$ cat src/rtl/coin_pkg.sv
// rtl/coin_pkg.sv - shared constants and types for the coin acceptor front end
package coin_pkg;

    localparam int DEBOUNCE_CYCLES_DEFAULT = 4;

    localparam int UNIT_CINCO = 5;
    localparam int UNIT_DIEZ  = 10;

    typedef enum logic [1:0] {
        COIN_NONE  = 2'd0,
        COIN_CINCO = 2'd1,
        COIN_DIEZ  = 2'd2
    } coin_t;

endpackage

$ cat src/rtl/coin_debounce.sv
// rtl/coin_debounce.sv - 2-flop synchroniser, debouncer and rising-edge event for one coin sensor
module coin_debounce #(
    parameter int DEBOUNCE_CYCLES = 4,
    parameter int CNT_W           = 8
) (
    input  logic clk,
    input  logic rst,
    input  logic raw,
    output logic level,
    output logic rise
);

    logic             sync_1;
    logic             sync_2;
    logic [CNT_W-1:0] cnt;

    // The level flips on the DEBOUNCE_CYCLES-th consecutive differing sample.
    always_ff @(posedge clk) begin
        if (rst) begin
            sync_1 <= 1'b0;
            sync_2 <= 1'b0;
            cnt    <= '0;
            level  <= 1'b0;
            rise   <= 1'b0;
        end else begin
            sync_1 <= raw;
            sync_2 <= sync_1;
            rise   <= 1'b0;
            if (sync_2 == level) begin
                cnt <= '0;
            end else if (cnt == CNT_W'(DEBOUNCE_CYCLES - 1)) begin
                level <= sync_2;
                cnt   <= '0;
                rise  <= sync_2;
            end else begin
                cnt <= cnt + CNT_W'(1);
            end
        end
    end

endmodule

$ cat src/rtl/coin_acceptor.sv
// rtl/coin_acceptor.sv - debounces coin sensors and serialises accepted coins into single-cycle pulses
module coin_acceptor
    import coin_pkg::*;
#(
    parameter int DEBOUNCE_CYCLES = DEBOUNCE_CYCLES_DEFAULT,
    parameter int CNT_W           = 8
) (
    input  logic clk,
    input  logic rst,
    input  logic raw_cinco,
    input  logic raw_diez,
    input  logic accept_block,
    output logic in_cinco,
    output logic in_diez,
    output logic coin_reject,
    output logic pending
);

    logic  level_c;
    logic  level_d;
    logic  ev_c;
    logic  ev_d;
    logic  pend_c;
    logic  pend_d;
    logic  can_issue;
    logic  issue_c;
    logic  issue_d;
    coin_t issue;
    coin_t issue_next;

    coin_debounce #(.DEBOUNCE_CYCLES(DEBOUNCE_CYCLES), .CNT_W(CNT_W)) u_deb_cinco (
        .clk   (clk),
        .rst   (rst),
        .raw   (raw_cinco),
        .level (level_c),
        .rise  (ev_c)
    );

    coin_debounce #(.DEBOUNCE_CYCLES(DEBOUNCE_CYCLES), .CNT_W(CNT_W)) u_deb_diez (
        .clk   (clk),
        .rst   (rst),
        .raw   (raw_diez),
        .level (level_d),
        .rise  (ev_d)
    );

    // A non-idle issue register enforces the idle gap after every pulse.
    always_comb begin
        can_issue  = !accept_block && (issue == COIN_NONE);
        issue_c    = can_issue && pend_c;
        issue_d    = can_issue && !pend_c && pend_d;
        issue_next = COIN_NONE;
        if (issue_c) begin
            issue_next = COIN_CINCO;
        end else if (issue_d) begin
            issue_next = COIN_DIEZ;
        end
    end

    always_ff @(posedge clk) begin
        if (rst) begin
            pend_c      <= 1'b0;
            pend_d      <= 1'b0;
            issue       <= COIN_NONE;
            in_cinco    <= 1'b0;
            in_diez     <= 1'b0;
            coin_reject <= 1'b0;
        end else begin
            pend_c      <= (pend_c && !issue_c) || ev_c;
            pend_d      <= (pend_d && !issue_d) || ev_d;
            issue       <= issue_next;
            in_cinco    <= issue_c;
            in_diez     <= issue_d;
            coin_reject <= (ev_c && pend_c && !issue_c) || (ev_d && pend_d && !issue_d);
        end
    end

    assign pending = pend_c | pend_d;

    logic unused_levels;
    assign unused_levels = level_c ^ level_d;

endmodule

$ cat config.mk
export PLATFORM = sky130hd
export DESIGN_NAME = coin_acceptor
export DESIGN_NICKNAME = d
export VERILOG_FILES = /design/src/rtl/coin_pkg.sv /design/src/rtl/coin_debounce.sv /design/src/rtl/coin_acceptor.sv
export SDC_FILE = /design/constraint.sdc
export NUM_CORES = 1
export LEC_CHECK = 0
export CORE_UTILIZATION = 55
export DETAILED_ROUTE_END_ITERATION = 10
export GPL_ROUTABILITY_DRIVEN = 1
export PLACE_DENSITY = 0.76
export SLEW_MARGIN = 10
export SYNTH_ARGS = -nofsm -noshare
export SYNTH_HDL_FRONTEND = slang
export SYNTH_HIERARCHICAL = 1
export SYNTH_SLANG_ARGS = --single-unit
$ cat constraint.sdc
create_clock -name clk -period 2.02 [get_ports clk]
set_input_delay 0.404 -clock clk [delete_from_list [all_inputs] [get_ports clk]]
set_output_delay 0.404 -clock clk [all_outputs]
set_load 0.01 [all_outputs]
==> results.cfg <==
[run_status]
run_status = completed

[clock_tree]
path_clk_slew_ps = 80
clock_insertion_delay_worst_skew_ps = 320
clock_sink_count = 30
cts_tree = done
cts_hold_repair.buffers = 0
post_cts.resized_instances = 0
ctsHtreeMaxLevel = 2
clock_tree.root_cell = clkbuf_4
cts_inserted_buffers = 5
ctsLongestPathBuffers = 2
post_cts_buffers = 0

[synth]
synth.top_cell.area_share_pct = 49.59
synth_sequential_area_ratio_pct = 49.59
instance_count_of_the_mapped_netlist = 123
synth_largest_area_cell = dfxtp_1
netlist-cell-type-count = 27
netlist_area_um2 = 1211
synth_fp_nets = 130
avgSynthCellArea_um2 = 9.847
synth_warnings = 6
synth_seq_cells = 30
synthTopCellsByArea = dfxtp_1, nand3_1, a21oi_1, o211ai_4, nor2_1

[grt]
grt_pass1_wl_um = 3512
grt_pass1_vias = 850
grt_start_max_net_pins = 10
antenna_found_initial = 0
overflow_after_grt = 0
grt_util_all_layers_pct = 20.37

[final_layout]
flow.area_growth_from_synthesis_pct = 13.74
layout.area.seq_um2 = 600.6
finalNetCount = 146
post_layout_nonfiller_instances = 166
post_route_cells_drive_above_1_share_pct = 10.07
final.fill_count = 160
antenna_cells = 0
multiInputGateArea_um2 = 588.1
top_registers = u_deb_cinco/cnt x8, u_deb_diez/cnt x8

[critical_path]
critical_setup_path_kind = flop to output pin
timing.rr.end = u_deb_cinco/cnt[7]$_SDFF_PP0_
maximum_single_stage_delay_on_the_critical_path_ps = 480
crit_path_max_fanout = 8
regToRegStartpoint = u_deb_cinco/cnt[0]$_SDFF_PP0_
timing.reg2reg.worst_path_depth = 4
arrival_ps = 1490
timing.reg2reg.setup_slack_ps = 400
worstPathCellList = or2_2, clkdlybuf4s50_1
setup.worst_path.end_class = output pin
slowest_stage = clkdlybuf4s50_1
crit_path_start_kind = flop
crit_required_ps = 1620

[pwr]
cellPowerDensity_nw_per_um2 = 681.4
seq_power_share_pct = 63.8
power.share.switching_pct = 21.07
power.internal_uw = 741.0
switchingPower_uw = 197.8
power.clock.fraction_pct = 33.1
irDropWorstVdd_v = 0.0005140
power.combinational.fraction_pct = 3.1
p_leak_uw = 0.0004724

[hold_path]
min_delay_worst_endpoint = u_deb_cinco/sync_2$_SDFF_PP0_
whs_path_depth = 1
min-delay-path-class = flop to flop
hold_path_startpoint = u_deb_cinco/sync_1$_SDFF_PP0_

[sta]
hold_slack_ps = 450.2
layout_worst_path_cycle_share_pct = 93.93
timing.final.crit_period_ps = 1897
setup_total_negative_slack_ps = 0
fin_worst_skew_ps = 5.988
timing.final.setup_violations = 0
max_freq_ghz = 0.5270
maxSlewHeadroom_pct = 73.47
setup_repair_after_global_routing_missed_its_margin = false
timing.final.hold_violations = 0
maxSlewViolCount = 0
worst_slew_pin_slew_ps = 392.4

[die]
die_height_um = 48.93
coreArea_um2 = 2022
placement_rows = 16
dieArea_um2 = 2394
pin_count = 9
chipWidth_um = 48.93
start_util_pct = 59.90

[route]
remaining_drc_errors = 0
detailedRoute.firstPassIterationCount = 4
detail_route.vias_per_cell = 5.735
wl_per_cell_um = 12.47
route.antenna.remaining_nets = 0
vias = 952
totalWireLength_um = 2070
drt_iter0_markers = 18

[place]
dp_cells = 159
dp_hpwl_um = 1471
portBuffers = 8
place.gp.congestion = 0.8301

[run]
count_of_maximum_capacitance_violations = 0
## cells by family after synthesis
kind of cell | synth area share (%)
AO/OA/AOI/OAI | 14.67
XOR/XNOR | 5.785
adder cells (fa/ha/maj) | 2.066
buffers and inverters | 1.859
flip-flops | 49.59
AND/OR/NAND/NOR | 26.03
## critical path, delay by kind of cell, from the launching register on
kind | cells | cell delay, ps
buffers and inverters | 1 | 480
DFF | 1 | 380
and+or+nand+nor | 1 | 310
## cell type report
class,count,area share (%)
clock buffers,7,3.270
inverters,6,1.635
multi-input cells,87,42.69
flip-flops and latches,30,43.60
well taps,27,2.452
repair buffers,9,6.358
## synthesized netlist by cell type
| library cell | number |
|---|---|
| or4b_4 | 2 |
| dfxtp_1 | 30 |
| or3_1 | 4 |
| nor2_1 | 10 |
| or2_2 | 1 |
| o21ai_0 | 6 |
| nor3_1 | 2 |
| or3_4 | 1 |
| o31ai_1 | 3 |
| a21oi_1 | 10 |
| or3_2 | 2 |
| nand2_1 | 4 |
| a31oi_1 | 1 |
| nor3b_1 | 1 |
| and3_1 | 2 |
| nor4b_1 | 4 |
| inv_1 | 6 |
| nand3_1 | 11 |
| xnor2_1 | 4 |
| ha_1 | 2 |
| and4_1 | 2 |
| o211ai_4 | 2 |
| o41ai_1 | 1 |
| nor2b_1 | 4 |
| or4_1 | 2 |
| xor2_1 | 4 |
| o311ai_0 | 2 |
## power by group through the flow
stage | sequential (µW) | clock, µW | combinational [µW]
CTS | 599 | 325 | 29.3
global placement | 613 | 0 | 28.4
detailed placement | 613 | 0 | 29.0
floorplan | 612 | 0 | 13.1
global route | 600 | 362 | 32.6
finish | 599 | 311 | 29.2
## cells in the final DEF (no fill, tap or decap), types with 5 or more instances in the layout
cell	n
nand3_1	11
clkbuf_4	5
clkdlybuf4s50_1	8
o21ai_0	6
inv_1	6
dfxtp_1	30
a21oi_1	10
nor2_1	10
## worst max-delay path by stage
stage / from / endpoint / slack, ps / cells after the start
after detailed placement: u_deb_diez/cnt[0]$_SDFF_PP0_ / u_deb_diez/cnt[2]$_SDFF_PP0_ / 400 / 4
after global placement: accept_block / issue[1]$_SDFF_PP0_ / 410 / 3
final: pend_c$_SDFF_PP0_ / pending / 120 / 2
after floorplan: u_deb_cinco/cnt[0]$_SDFF_PP0_ / u_deb_cinco/cnt[2]$_SDFF_PP0_ / 530 / 4
after CTS: pend_c$_SDFF_PP0_ / pending / 100 / 2
after global routing: pend_c$_SDFF_PP0_ / pending / 60 / 2
## metal layers
layer | wire, µm | up-vias | global-route usage [%]
met5 | 0 | - | 0
met2 | 989 | 17 | 31.71
met1 | 933 | 449 | 22.05
met4 | 57 | 0 | 16.18
met3 | 90 | 7 | 7.788
li1 | - | 479 | -
## stage by stage
step                      setup slack, ps  area (µm²)  total power [µW]  util [%]
after floorplan                     532.5        1211             625.3         -
after global placement              414.4        1333             641.3     65.90
after detailed placement            401.5        1333             641.9     65.90
after CTS                           100.6        1378             953.2     68.13
after global routing                55.37        1378             994.6     68.13
final                               122.6        1378             938.7     68.13
No activity file was read; power rests on OpenSTA's default activity.
